`config.mk`:
```
export PLATFORM = sky130hd
export DESIGN_NAME = pipelined_borrow_lookahead_subtractor
export DESIGN_NICKNAME = d
export VERILOG_FILES = /design/src/rtl/pipelined_borrow_lookahead_subtractor.sv
export SDC_FILE = /design/constraint.sdc
export NUM_CORES = 1
export LEC_CHECK = 0
export ABC_AREA = 0
export ABC_CLOCK_PERIOD_IN_PS = 6600
export CORE_MARGIN = 3
export CORE_UTILIZATION = 40
export DETAILED_ROUTE_END_ITERATION = 7
export PLACE_DENSITY = 0.67
export RECOVER_POWER = 25
export SLEW_MARGIN = 20
export SYNTH_ARGS = -nofsm -noshare
export SYNTH_HDL_FRONTEND = slang
export SYNTH_SLANG_ARGS = --single-unit
```
`constraint.sdc`:
```
create_clock -name clk -period 6.6 [get_ports clk]
set_input_delay 1.32 -clock clk [delete_from_list [all_inputs] [get_ports clk]]
set_output_delay 1.32 -clock clk [all_outputs]
set_load 0.005 [all_outputs]
```
`src/rtl/pipelined_borrow_lookahead_subtractor.sv`:
```
// Two-stage pipelined 16-bit subtractor, D = A - B - Bin, with two-level
// borrow lookahead split across the stage register and a global-stall
// valid/ready handshake.
module pipelined_borrow_lookahead_subtractor #(
  parameter int unsigned WIDTH = 16
) (
  input  logic             clk,
  input  logic             rst,
  input  logic [WIDTH-1:0] A,
  input  logic [WIDTH-1:0] B,
  input  logic             Bin,
  input  logic             in_valid,
  output logic             in_ready,
  output logic [WIDTH-1:0] D,
  output logic             Bout,
  output logic             zero,
  output logic             ovf,
  output logic             out_valid,
  input  logic             out_ready
);

  localparam int unsigned BLK_W = 4;
  localparam int unsigned N_BLK = WIDTH / BLK_W;

  logic             advance_c;
  logic [WIDTH-1:0] g_c;
  logic [WIDTH-1:0] p_c;
  logic [N_BLK-1:0] gg_c;
  logic [N_BLK-1:0] pp_c;

  logic             s1_valid;
  logic [WIDTH-1:0] s1_x;
  logic [WIDTH-1:0] s1_g;
  logic [WIDTH-1:0] s1_p;
  logic [N_BLK-1:0] s1_gg;
  logic [N_BLK-1:0] s1_pp;
  logic             s1_bin;
  logic             s1_a15;
  logic             s1_b15;

  logic [N_BLK:0]   blk_b_c;
  logic [WIDTH-1:0] bit_b_c;
  logic [WIDTH-1:0] d_c;
  logic             unused_top_terms;

  // Global stall: every stage moves together when the output is free.
  assign advance_c = out_ready | ~out_valid;
  assign in_ready  = advance_c;

  // Bit generate/propagate and per-block group terms, flattened sum of products.
  always_comb begin
    logic term;
    term = 1'b0;
    g_c  = ~A & B;
    p_c  = ~(A ^ B);
    gg_c = '0;
    pp_c = '1;
    for (int k = 0; k < int'(N_BLK); k++) begin
      for (int j = 0; j < int'(BLK_W); j++) begin
        term = g_c[k*BLK_W + j];
        for (int m = j + 1; m < int'(BLK_W); m++) term &= p_c[k*BLK_W + m];
        gg_c[k] |= term;
        pp_c[k] &= p_c[k*BLK_W + j];
      end
    end
  end

  // Block borrows from group terms, then in-block bit borrows, both two-level.
  always_comb begin
    logic term;
    logic acc;
    term    = 1'b0;
    acc     = 1'b0;
    blk_b_c = '0;
    bit_b_c = '0;
    blk_b_c[0] = s1_bin;
    for (int k = 0; k < int'(N_BLK); k++) begin
      term = s1_bin;
      for (int m = 0; m <= k; m++) term &= s1_pp[m];
      acc = term;
      for (int j = 0; j <= k; j++) begin
        term = s1_gg[j];
        for (int m = j + 1; m <= k; m++) term &= s1_pp[m];
        acc |= term;
      end
      blk_b_c[k+1] = acc;
    end
    for (int k = 0; k < int'(N_BLK); k++) begin
      for (int i = 0; i < int'(BLK_W); i++) begin
        term = blk_b_c[k];
        for (int m = 0; m < i; m++) term &= s1_p[k*BLK_W + m];
        acc = term;
        for (int j = 0; j < i; j++) begin
          term = s1_g[k*BLK_W + j];
          for (int m = j + 1; m < i; m++) term &= s1_p[k*BLK_W + m];
          acc |= term;
        end
        bit_b_c[k*BLK_W + i] = acc;
      end
    end
    d_c = s1_x ^ bit_b_c;
  end

  // Top-of-block bit terms are already folded into the registered group terms.
  always_comb begin
    unused_top_terms = 1'b0;
    for (int k = 0; k < int'(N_BLK); k++)
      unused_top_terms ^= s1_g[k*BLK_W + BLK_W - 1] ^ s1_p[k*BLK_W + BLK_W - 1];
  end

  // Stage 1: capture operand terms only when a token is accepted.
  always_ff @(posedge clk or posedge rst) begin
    if (rst) begin
      s1_valid <= 1'b0;
      s1_x     <= '0;
      s1_g     <= '0;
      s1_p     <= '0;
      s1_gg    <= '0;
      s1_pp    <= '0;
      s1_bin   <= 1'b0;
      s1_a15   <= 1'b0;
      s1_b15   <= 1'b0;
    end else if (advance_c) begin
      s1_valid <= in_valid;
      if (in_valid) begin
        s1_x   <= A ^ B;
        s1_g   <= g_c;
        s1_p   <= p_c;
        s1_gg  <= gg_c;
        s1_pp  <= pp_c;
        s1_bin <= Bin;
        s1_a15 <= A[WIDTH-1];
        s1_b15 <= B[WIDTH-1];
      end
    end
  end

  // Stage 2: result and flags, loaded only from a valid stage-1 token.
  always_ff @(posedge clk or posedge rst) begin
    if (rst) begin
      out_valid <= 1'b0;
      D         <= '0;
      Bout      <= 1'b0;
      zero      <= 1'b0;
      ovf       <= 1'b0;
    end else if (advance_c) begin
      out_valid <= s1_valid;
      if (s1_valid) begin
        D    <= d_c;
        Bout <= blk_b_c[N_BLK];
        zero <= ~|d_c;
        ovf  <= (s1_a15 != s1_b15) & (d_c[WIDTH-1] != s1_a15);
      end
    end
  end

endmodule

```
==> impl_results.md, run 1 <==
* Run status: complete, no violations
* CP endpoint kind: primary output
* Mapped cell area at 0.003468 mm²
* Leading post-synthesis cells by cell area: dfrtp_1 52%, nand2_1 12%, o21ai_0 5.9%
* Critical Path End: in_ready
* Fillcell total at 793
* Pre-antenna DRT Iters at 4
* Buffers added on ports at 57
* Netlist cell types at 35
* Tcrit/Tclk final at 60.08%
* Highest Clock Rate at 252.2 MHz
* Comb power frac at 29.3%
* Detail Route Antenna Nets at 0
* Register bit count reported by yosys at 72
* Most common cell in the synthesized netlist: nand2_1
* RD Place Congestion at 0.8025
* DR vias/cell at 5.017
* Slew headroom at 37.60%
* Initial DRC count at 118
* Core ar. at 0.008299 mm²
* Dpl hpwl at 5.089 mm
* Clk root buf: clkbuf_8
* Clk pin slew, worst setup/hold paths at 0.07 ns
* N_diodes at 0
* Chip width at 99.12 µm
* Sw Ratio at 30.62%
* CP Max Fanout at 6
* Worst EP required at 5.28 ns
* Top_reg_cell synth: dfrtp_1
* Total Routed Length at 7.148 mm
* Vias at 2,664
* Clock Path Buffers at 2
* Setup Crit Path Kind: primary input to primary output
* Crit start category: primary input
* Initial core utilization at 41.79%
* Hold crit path type: flop to flop
* Psw at 399.0 µW
* Gr ovfl total at 0
* Avg WL per Cell at 13.46 µm
* # DRC at 0
* TritonCTS Buffers at 9
* Leakage Power at 2.044 nW
* Vias in the first global route at 2,509
* Post-Synthesis Cells at 370
* Final nets at 477
* Flop pwr share at 47.7%
* Fin. Hold Viols at 0
* P per Cell Area at 304.1 mW/mm²
* FF-to-FF setup slack at 4.42 ns
* End of the worst register-to-register path: zero
* Footprint of the multi-input gates at 0.001531 mm²
* Layout Skew at 0.004110 ns
* Hold_buf cts at 0
* Post-Syn Area per Cell at 9.374 µm²
* Post-CTS Setup Repair Bufs at 0
* Cell accounting for the most synthesized area: dfrtp_1
* Worst Hold Launch: s1_p[8]
* Max Slew Vio Count at 0
* CTS Sinks at 72
* Tot GR Track Use at 15.01%
* Yosys warning count at 0
* Post-synthesis async set-or-reset flop share at 100.0%
* Post-cts resize count at 0
* Area delta synth->final at 23.56%
* Clk pwr share at 22.9%
* Post-synth top area share at 51.95%
* VDD IR max at 0.00009107 V
* Syn nets at 423
* Reg-to-Reg Start: s1_bin
* H-tree depth at 3
* Maximum number of pins on one net before global-route repair at 73
* Worst setup startpoint: out_ready
* Unrepaired setup endpoints after global routing: false
* TNS Setup at 0 ns
* Worst path max stage delay at 0.55 ns
* Clock Latency Late Sink at 0.34 ns
* Internal power at 904.2 µW
* FP Rows at 33
* Arrival time worst endpoint at 2.65 ns
* Worst R2R Path Depth at 6
* Setup Viol. Count Final at 0
* First-pass GRT wire length at 11.81 mm
* DIE AREA at 0.009824 mm²
* Chip height at 99.12 µm
* Max_cap viols at 0
* Cells along the critical path: dlygate4sd3_1 -> nand2b_1 -> clkdlybuf4s50_1
* CTS tree: yes
* Synth cell count leaders: 114 x nand2_1, 72 x dfrtp_1, 41 x o21ai_0, 20 x inv_1
* Reg area at 0.001802 mm²
* Worst-Margin Slew at 0.9337 ns
* Fin crit period at 3.965 ns
* EDFF count, synth at 0
* Ports at 58
* Slowest CP cell: clkdlybuf4s50_1
* Sequential area share after synthesis at 51.95%
* Pwr Total at 1.303 mW
* Initial antenna violation count at 0
* Ratio of cells with drive above 1 in the final layout at 6.338%
-- logic make-up (layout without fill, tap and decap cells) --
| logic type | count (synthesis) | count (layout) | synth area share, % |
|---|---|---|---|
| multiplexers | 8 | 8 | 2.561 |
| buffers and inverters | 36 | 92 | 4.112 |
| AND/OR/NAND/NOR | 141 | 141 | 16.70 |
| XOR/XNOR | 16 | 16 | 4.257 |
| AO/OA/AOI/OAI | 81 | 81 | 14.65 |
| flip-flops | 72 | 72 | 51.95 |
| adder cells (fa/ha/maj) | 16 | 16 | 5.772 |
-- sequential cells by signal, indices dropped and copies added (netlist names) --
name       count
D             16
s1_pp          4
s1_a15         1
ovf            1
s1_gg          4
s1_p          12
s1_b15         1
s1_valid       1
Bout           1
s1_bin         1
out_valid      1
s1_x          16
s1_g          12
zero           1
-- placed cells by master, fill, tap and decap left out, types with 7 or more instances in the layout --
cell	n
a21oi_1	16
dfrtp_1	72
ha_1	16
clkbuf_8	11
nand2_1	113
a21o_1	9
clkdlybuf4s50_1	55
xnor2_1	8
nor2_1	7
mux2_2	7
xor2_1	7
inv_1	19
o21ai_0	41
-- how the worst min path moves through the flow --
stage / end / slack, ns / cells after the start
after detailed placement: s1_p[5] / 0.46 / 2
after global routing: s1_g[5] / 0.50 / 2
after CTS: s1_p[8] / 0.48 / 2
final: s1_p[8] / 0.48 / 2
after global placement: out_valid / 0.45 / 2
after floorplan: out_valid / 0.44 / 2
-- power groups by stage --
| stage | Clock (mW) | Combinational, mW | Sequential, mW |
|---|---|---|---|
| 2_1_floorplan | 0 | 0.209 | 0.614 |
| 3_3_place_gp | 0 | 0.377 | 0.626 |
| 3_5_place_dp | 0 | 0.387 | 0.632 |
| 4_1_cts | 0.306 | 0.389 | 0.624 |
| 5_1_grt | 0.320 | 0.424 | 0.640 |
| 6_report | 0.299 | 0.382 | 0.622 |
-- metal layers --
metal | GRT usage (%) | vias up | wire length, µm
met5 | 0 | - | 0
met4 | 5.672 | 0 | 119
met3 | 2.875 | 10 | 339
met2 | 23.40 | 61 | 3323
met1 | 20.88 | 1265 | 3365
li1 | - | 1328 | -
-- worst max-delay path: cells and delay by family --
family,cells,cell delay [ns]
buffers and inverters,2,1.07
AND/OR/NAND/NOR,1,0.25
-- through the flow --
stage | setup slack, ns | util, % | hold WS (ns) | instance area (µm²) | instances
2_1_floorplan | 3.455 | - | 0.4365 | 3468 | 370
3_3_place_gp | 2.789 | 49.65 | 0.4453 | 4120 | 518
3_5_place_dp | 2.738 | 49.65 | 0.4602 | 4120 | 518
4_1_cts | 2.732 | 51.58 | 0.4777 | 4280 | 531
5_1_grt | 2.557 | 51.64 | 0.5010 | 4285 | 531
6_report | 2.635 | 51.64 | 0.4770 | 4285 | 531
-- final cells by class --
cell class | count | area share (%)
sequential | 72 | 42.04
multi-input combinational | 262 | 35.74
timing repair buffer | 59 | 13.66
clock buffer | 12 | 3.620
tap | 105 | 3.066
inverter | 20 | 1.752
clock inverter | 1 | 0.1168
No activity file was read; power rests on OpenSTA's default activity.
==> inputs of run 2 (changes only) <==
--- a/config.mk
+++ b/config.mk
@@ -6,7 +6,7 @@
 export NUM_CORES = 1
 export LEC_CHECK = 0
 export ABC_AREA = 0
-export ABC_CLOCK_PERIOD_IN_PS = 6600
+export ABC_CLOCK_PERIOD_IN_PS = 3900
 export CORE_MARGIN = 3
 export CORE_UTILIZATION = 40
 export DETAILED_ROUTE_END_ITERATION = 7
==> constraint.sdc (replaced) <==
create_clock -name clk -period 3.9 [get_ports clk]
set_input_delay 0.78 -clock clk [delete_from_list [all_inputs] [get_ports clk]]
set_output_delay 0.78 -clock clk [all_outputs]
set_load 0.005 [all_outputs]
==> impl_results.md, run 2 (synthesis results as in run 1) <==
* RD Place Congestion at 0.7675 (-4.4%)
* Fin. Hold Viols at 0 (unchanged)
* Sw Ratio at 30.37% (-0.24 points)
* Max Slew Vio Count at 0 (unchanged)
* Ratio of cells with drive above 1 in the final layout at 6.542% (+0.20 points)
* Dpl hpwl at 5.153 mm (+1.3%)
* Worst path top cell family by delay: buffers and inverters
* Vias in the first global route at 2,537 (+1.1%)
* Placed Area at 0.004135 mm² (+0.36%)
* Arrival time worst endpoint at 2.10 ns (-0.55 ns)
* First-pass GRT wire length at 11.92 mm (+0.94%)
* Clock Latency Late Sink at 0.34 ns (about the same)
* Cells along the critical path: dlygate4sd3_1 -> nand2b_1 -> clkdlybuf4s50_1
* CP Max Fanout at 6 (unchanged)
* Ports at 58 (unchanged)
* Tcrit/Tclk final at 73.88%
* Max_cap viols at 0 (unchanged)
* TritonCTS Buffers at 9 (unchanged)
* Fillcell total at 802 (+1.1%)
* FP Rows at 33 (unchanged)
* Chip height at 99.12 µm (unchanged)
* VDD IR max at 0.0001770 V (+94%)
* Leakage Power at 2.054 nW (+0.46%)
* Worst path max stage delay at 0.56 ns (about the same)
* Initial DRC count at 144 (+22%)
* Chip width at 99.12 µm (unchanged)
* Maximum number of pins on one net before global-route repair at 71 (-2.7%)
* Avg WL per Cell at 13.18 µm (-2.1%)
* Vias at 2,653 (-0.41%)
* Clk pin slew, worst setup/hold paths at 0.06 ns (about the same)
* Run status: complete, no violations
* Buffers added on ports at 57 (unchanged)
* Clock Path Buffers at 2 (unchanged)
* Unrepaired setup endpoints after global routing: false
* Comb power frac at 29.5% (+0.2 points)
* Crit start category: primary input
* Slew headroom at 11.63% (-26 points)
* Initial core utilization at 41.79% (unchanged)
* N_diodes at 0 (unchanged)
* Tot GR Track Use at 15.05% (+0.036 points)
* Core ar. at 0.008299 mm² (unchanged)
* Most common cell after layout, fill and taps aside: nand2_1
* CP endpoint kind: primary output
* Layout Skew at 0.004518 ns (+0.0004076 ns)
* Final nets at 479 (+0.42%)
* Pre-antenna DRT Iters at 6 (+2)
* DR vias/cell at 4.977 (-0.79%)
* Worst EP required at 3.12 ns (-2.16 ns)
* Flop pwr share at 47.5% (-0.2 points)
* Setup Crit Path Kind: primary input to primary output
* H-tree depth at 3 (unchanged)
* Post-CTS Setup Repair Bufs at 0 (unchanged)
* Internal power at 1.532 mW (+69%)
* DIE AREA at 0.009824 mm² (unchanged)
* Psw at 668.2 µW (+67%)
* Fin crit period at 2.881 ns
* Clk root buf: clkbuf_8
* Post-cts resize count at 0 (unchanged)
* Clk pwr share at 23.1% (+0.2 points)
* Slowest CP cell: clkdlybuf4s50_1
* CTS tree: yes
* # DRC at 0 (unchanged)
* Most frequent cells in the layout: 113 x nand2_1, 72 x dfrtp_1, 55 x clkdlybuf4s50_1, 41 x o21ai_0, 20 x inv_1
* Total Routed Length at 7.023 mm (-1.7%)
* Design area at 0.004297 mm² (+0.26%)
* P per Cell Area at 512.0 mW/mm² (+68%)
* Crit path buffers/inverters at 2 (unchanged)
* Worst-Margin Slew at 1.326 ns (+0.3920 ns)
* Highest Clock Rate at 347.1 MHz
* Setup Viol. Count Final at 0 (unchanged)
* Area delta synth->final at 23.88%
* Hold_buf cts at 0 (unchanged)
* Initial antenna violation count at 0 (unchanged)
* Hold crit path type: flop to flop
* CTS Sinks at 72 (unchanged)
* Detail Route Antenna Nets at 0 (unchanged)
* TNS Setup at 0 ns (unchanged)
* Gr ovfl total at 0 (unchanged)
* Regs by FF count: D (16), s1_x (16)
==> run 2: power groups by stage <==
stage	combinational [mW]	sequential, mW	clock [mW]
6_report	0.648	1.04	0.507
5_1_grt	0.722	1.07	0.550
4_1_cts	0.660	1.05	0.520
3_5_place_dp	0.658	1.06	0
3_3_place_gp	0.645	1.05	0
2_1_floorplan	0.354	1.04	0
==> run 2: final timing paths <==
path                             to      start  slack (ns)  cells after the start
max                        in_ready  out_ready        1.02                      3
min in group asynchronous      D[6]        rst        1.03                      2
min reg2reg                 s1_p[6]    s1_p[6]        0.48                      2
max reg2reg                    zero     s1_bin        1.70                      6
max in group asynchronous  s1_p[10]        rst        1.20                      3
min                         s1_p[6]    s1_p[6]        0.48                      2
==> run 2: stage by stage <==
step / setup WS (ns) / total power, mW / utilization (%) / hold WS [ns] / std cells
after floorplan: 1.295 / 1.393 / - / 0.4365 / 370
after global placement: 1.145 / 1.698 / 49.83 / 0.4541 / 520
after detailed placement: 1.140 / 1.718 / 49.83 / 0.4594 / 520
after CTS: 1.128 / 2.226 / 51.76 / 0.4790 / 533
after global routing: 0.8479 / 2.347 / 51.77 / 0.4888 / 533
final: 1.019 / 2.200 / 51.77 / 0.4758 / 533
==> run 2: cell type report <==
class | count | area (µm²) | share of cell area [%]
sequential | 72 | 1802 | 41.93
clock buffer | 12 | 155.1 | 3.611
inverter | 20 | 75.07 | 1.747
clock inverter | 1 | 5.005 | 0.1165
tap | 105 | 131.4 | 3.058
multi-input combinational | 262 | 1531 | 35.64
timing repair buffer | 61 | 596.8 | 13.89
==> run 2: worst register-to-register path, stage by stage (launching register included) <==
cell       delay, ns
dfrtp_1         0.50
a211oi_4        0.40
o21bai_2        0.18
o41ai_4         0.29
xor2_2          0.30
nand4bb_1       0.18
o31ai_1         0.25
==> run 2: routing by layer <==
metal	vias to the layer above	global-route usage, %	part of all wire, %	routed length [µm]
li1	1333	-	-	-
met1	1255	20.89	49	3428
met2	55	23.14	46	3240
met3	10	2.665	3.6	256
met4	0	6.723	1.4	97
met5	-	0	0	0
==> inputs of run 3 (changes only) <==
--- a/config.mk
+++ b/config.mk
@@ -6,7 +6,7 @@
 export NUM_CORES = 1
 export LEC_CHECK = 0
 export ABC_AREA = 0
-export ABC_CLOCK_PERIOD_IN_PS = 3900
+export ABC_CLOCK_PERIOD_IN_PS = 2700
 export CORE_MARGIN = 3
 export CORE_UTILIZATION = 40
 export DETAILED_ROUTE_END_ITERATION = 7
==> constraint.sdc (replaced) <==
create_clock -name clk -period 2.7 [get_ports clk]
set_input_delay 0.54 -clock clk [delete_from_list [all_inputs] [get_ports clk]]
set_output_delay 0.54 -clock clk [all_outputs]
set_load 0.005 [all_outputs]
==> impl_results.md, run 3 (synthesis results as in run 1) <==
* CTS tree: yes
* Clk root buf: clkbuf_8
* Maximum number of pins on one net before global-route repair at 50 (-30%)
* Worst path top cell family by delay: buffers and inverters
* FF-to-FF setup slack at 0.61 ns (-1.09 ns)
* CTS Sinks at 72 (unchanged)
* Psw at 991.5 µW (+48%)
* Internal power at 2.365 mW (+54%)
* FP Rows at 33 (unchanged)
* Setup Crit Path Kind: primary input to primary output
* Sw Ratio at 29.54% (-0.84 points)
* Pwr Total at 3.357 mW (+53%)
* Cells along the critical path: dlygate4sd3_1 -> nand2b_1 -> clkdlybuf4s50_1
* Post-cts resize count at 0 (unchanged)
* Avg WL per Cell at 13.52 µm (+2.6%)
* Post-CTS Setup Repair Bufs at 0 (unchanged)
* Leakage Power at 2.086 nW (+1.6%)
* Run status: complete, no violations
* Buffers added on ports at 57 (unchanged)
* Total Routed Length at 7.259 mm (+3.4%)
* Chip width at 99.12 µm (unchanged)
* Initial DRC count at 92 (-36%)
* Hold crit path type: flop to flop
* Tot GR Track Use at 15.77% (+0.72 points)
* Fin crit period at 2.360 ns
* Arrival time worst endpoint at 1.82 ns (-0.28 ns)
* Vias in the first global route at 2,641 (+4.1%)
* Pre-antenna DRT Iters at 4 (-2)
* Chip height at 99.12 µm (unchanged)
* Worst path max stage delay at 0.54 ns (-0.02 ns)
* Ratio of cells with drive above 1 in the final layout at 7.407% (+0.87 points)
* TritonCTS Buffers at 9 (unchanged)
* CP Max Fanout at 6 (unchanged)
* RD Place Congestion at 0.7896 (+2.9%)
* Worst-Margin Slew at 0.8578 ns (-0.4679 ns)
* Hold_buf cts at 0 (unchanged)
* Dpl hpwl at 5.445 mm (+5.7%)
* Fillcell total at 787 (-1.9%)
* Worst EP required at 2.16 ns (-0.96 ns)
* Crit start category: primary input
* DR vias/cell at 5.007 (+0.60%)
* Crit path buffers/inverters at 2 (unchanged)
* Slowest CP cell: clkdlybuf4s50_1
* VDD IR max at 0.0002440 V (+38%)
* Clk pwr share at 26.6% (+3.5 points)
* Highest Clock Rate at 423.7 MHz
* Slew headroom at 42.75% (+31 points)
* Final hold slack at 0.4703 ns (-0.005550 ns)
* Dpl cells at 522 (+0.38%)
* # DRC at 0 (unchanged)
* Ports at 58 (unchanged)
* Max_cap viols at 0 (unchanged)
* Clk pin slew, worst setup/hold paths at 0.06 ns (about the same)
* Area delta synth->final at 25.69%
* Clock Path Buffers at 2 (unchanged)
* Non-filler cells, final at 537 (+0.75%)
* Initial core utilization at 41.79% (unchanged)
* Gr ovfl total at 0 (unchanged)
* Unrepaired setup endpoints after global routing: false
* Comb power frac at 28.2% (-1.3 points)
* Flop pwr share at 45.2% (-2.3 points)
* P per Cell Area at 770.0 mW/mm² (+50%)
* Most frequent cells in the layout: 113 x nand2_1, 72 x dfrtp_1, 55 x clkdlybuf4s50_1, 41 x o21ai_0, 20 x inv_1
* Fin. Hold Viols at 0 (unchanged)
* N_diodes at 0 (unchanged)
* H-tree depth at 3 (unchanged)
* Tcrit/Tclk final at 87.41%
* Regs by FF count: D (16), s1_x (16)
* Detail Route Antenna Nets at 0 (unchanged)
* Clock Latency Late Sink at 0.35 ns (about the same)
* Most common cell after layout, fill and taps aside: nand2_1
* CP endpoint kind: primary output
* TNS Setup at 0 ns (unchanged)
* Vias at 2,689 (+1.4%)
* Initial antenna violation count at 0 (unchanged)
* Core ar. at 0.008299 mm² (unchanged)
* Max Slew Vio Count at 0 (unchanged)
* Final nets at 481 (+0.42%)
* Layout Skew at 0.006585 ns (+0.002067 ns)
* Setup Viol. Count Final at 0 (unchanged)
* First-pass GRT wire length at 12.54 mm (+5.3%)
* DIE AREA at 0.009824 mm² (unchanged)
[run 3: cell types whose count changed in the layout (fill, tap and decap cells not counted)]
cell       previous run  this run
buf_12                0         1
nand2_2               0         1
bufinv_16             0         2
clkinv_2              1         2
clkbuf_8             11         9
clkbuf_2              0         2
nand2_4               1         0
[run 3: stage by stage]
stage / instance area [µm²] / worst slack (ns) / utilization (%)
floorplan: 3468 / 0.3351 / -
global placement: 4188 / 0.4471 / 50.46
detailed placement: 4188 / 0.3951 / 50.46
CTS: 4389 / 0.3996 / 52.89
global route: 4359 / 0.2371 / 52.53
finish: 4359 / 0.3400 / 52.53
[run 3: area by class of cell]
| cell class | count | area (µm²) | share of cell area (%) |
|---|---|---|---|
| multi-input cells | 262 | 1526 | 35.02 |
| clock inverters | 4 | 70.07 | 1.607 |
| flip-flops and latches | 72 | 1802 | 41.33 |
| inverters | 20 | 75.07 | 1.722 |
| clock buffers | 11 | 131.4 | 3.014 |
| repair buffers | 63 | 623.1 | 14.29 |
| well taps | 105 | 131.4 | 3.014 |
[run 3: worst paths after layout]
kind	from	endpoint	cells after the start
setup / recovery	out_ready	in_ready	3
hold / removal	s1_p[8]	s1_p[8]	2
setup reg to reg	s1_bin	zero	6
hold reg to reg	s1_p[8]	s1_p[8]	2
max in group asynchronous	rst	s1_p[13]	3
min in group asynchronous	rst	s1_g[1]	2
[run 3: power groups by stage]
stage,Sequential [mW],Clock (mW),Combinational (mW)
after floorplan,1.50,0,0.511
after global placement,1.53,0,0.946
after detailed placement,1.54,0,0.963
after CTS,1.52,0.913,0.969
after global routing,1.56,0.954,1.05
final,1.52,0.893,0.947
[run 3: worst reg2reg max path: cells and delay by family (launching register included)]
kind	cells	cell delay (ns)
AO/OA/AOI/OAI	3	1.02
flip-flops	1	0.50
AND/OR/NAND/NOR	2	0.25
XOR/XNOR	1	0.23
[run 3: routing by layer]
metal	vias up	global-route usage (%)	routed length, µm
met1	1270	21.48	3430
met2	63	25.15	3360
met3	13	3.436	338
met5	-	0	0
met4	0	5.147	130
li1	1343	-	-
==> RTL change: new RTL, settings of run 3 <==
`WIDTH`: 16 -> 32.
--- a/src/rtl/pipelined_borrow_lookahead_subtractor.sv
+++ b/src/rtl/pipelined_borrow_lookahead_subtractor.sv
@@ -3,5 +3,5 @@
 // valid/ready handshake.
 module pipelined_borrow_lookahead_subtractor #(
-  parameter int unsigned WIDTH = 16
+  parameter int unsigned WIDTH = 32
 ) (
   input  logic             clk,
Interface: changed (resized A, B and D); port bits go from 58 to 106. No check against the original RTL was run, so the function may have changed too.
==> RTL change against run 3 <==
- sequential share of layout area is 1.3 points lower
- count of clock-buffer cells in the layout is 10 higher
- power is 120% higher
- final area is 95% higher
- die area is 81% higher
- sequential power is 90% higher
- worst setup slack worse by 0.25 ns
- routed wire length is 120% higher
- critical path depth is 1 higher
- sequential cell count is 64 higher
- area after synthesis is 87% higher
==> RTL change: results (changes against run 3) <==
Status -> finished clean (unchanged)
Mapped Area -> 6490 um^2 (was 3470 um^2)
Max transition margin -> 16.6% (was 42.8%)
CTS root buffer -> clkbuf_16 (was clkbuf_8)
Yosys Warn Count -> 0 (unchanged)
CTS clk-pin slew, worst paths -> 0.06 ns (about the same)
Via density -> 5.05 (was 5.01)
Largest regs -> D (32), s1_x (32) (was D (16), s1_x (16))
Placed cells -> 989 (was 522)
Pre-CTS WS -> 0.152 ns (was 0.395 ns)
Critical path fanouts, max -> 7 (was 6)
Global-route wire length before repair -> 26100 um (was 12500 um)
PnR worst setup slack -> 0.0944 ns (was 0.340 ns)
FILL cells -> 1355 (was 787)
Area contributors post-synth -> dfrtp_1, nand2_1, ha_1 (was dfrtp_1, nand2_1, o21ai_0)
Routed vias -> 5156 (was 2689)
Cell area after placement -> 7870 um^2 (was 4190 um^2)
Nets -> 898 (was 481)
PortBufs -> 105 (was 57)
Routed wire length -> 16100 um (was 7260 um)
Top FF cell, synth -> dfrtp_1 (unchanged)
Gpl congestion -> 0.870 (was 0.790)
Avg Inst Size Synth -> 9.41 um^2 (was 9.37 um^2)
Clock skew -> 0.0105 ns (was 0.00659 ns)
Worst-Skew Late Latency -> 0.42 ns (was 0.35 ns)
Starting DRT DRC Count -> 428 (was 92)
Syn Nets -> 791 (was 423)
Async S/R FF share, synth -> 100% (unchanged)
Max stage delay on crit path -> 0.59 ns (was 0.54 ns)
Sequential area share after synthesis -> 52.4% (was 51.9%)
Vias in the first global route -> 5079 (was 2641)
Max VDD drop -> 0.556 mV (was 0.244 mV)
DP HPWL -> 11900 um (was 5440 um)
Fraction of layout cells with a size suffix above 1 -> 8.77% (was 7.41%)
Synth top cells by count -> nand2_1, dfrtp_1, o21ai_0, inv_1, ha_1 (was nand2_1, dfrtp_1, o21ai_0, inv_1)
Reg2Reg Depth -> 8 (was 6)
Lkg Pwr -> 0.00407 uW (was 0.00209 uW)
Pwr/cell area -> 856 nW/um^2 (was 770 nW/um^2)
Gr usage total -> 18.5% (was 15.8%)
Drt first pass iters -> 5 (was 4)
Netlist cell types -> 40 (was 35)
Largest net degree at the start of global routing -> 81 (was 50)
Arrival time at the worst endpoint -> 2.07 ns (was 1.82 ns)
Num CTS Buffers -> 17 (was 9)
Maximum level of the CTS H-tree -> 4 (was 3)
-- RTL change: worst min-delay path: stages (launching register included) --
cell and delay (ns):
dfrtp_1 0.34, nand2_1 0.05, o21ai_0 0.06
-- RTL change: kinds of logic (layout without fill, tap and decap cells) --
kind of cell,Yosys count,count (layout),synth area share (%)
simple gates,255,255,16.2
compound gates,152,152,14.3
mux,14,14,2.43
flops,136,136,52.4
fa+ha+maj,32,32,6.17
xor+xnor,34,34,4.59
buf+inv,67,187,3.89
-- RTL change: worst paths after layout --
| kind | start | to | slack, ns |
|---|---|---|---|
| min | D[20] | D[20] | 0.48 |
| max in group asynchronous | rst | s1_x[3] | 0.76 |
| min reg2reg | D[20] | D[20] | 0.48 |
| min in group asynchronous | rst | D[13] | 0.50 |
| max reg2reg | s1_bin | zero | 0.18 |
| max | out_ready | in_ready | 0.09 |
-- RTL change: power by group --
part / total (uW) / switching [uW] / internal [uW]
logic: 1860 / 863 / 999
clock network: 2510 / 872 / 1640
registers: 2890 / 375 / 2520
total: 7270 / 2110 / 5160
-- RTL change: cell type report --
cell class	instances	share of cell area (%)
sequential	136	40.1
multi-input combinational	487	33.6
timing repair buffer	116	13.9
clock buffer	21	5.66
tap	211	3.11
clock inverter	11	1.99
inverter	39	1.74
-- RTL change: timing repair --
item | CTS | global route
gates resized for setup | 0 | 1
hold buffers | 0 | 0
endpoints found under the setup margin | 0 | 1
-- RTL change: layer usage --
layer / wire [um] / GRT usage, %
met2: 7460 / 28.6
met3: 985 / 4.61
met5: 0 / 0
met1: 7440 / 25.6
met4: 196 / 6.06
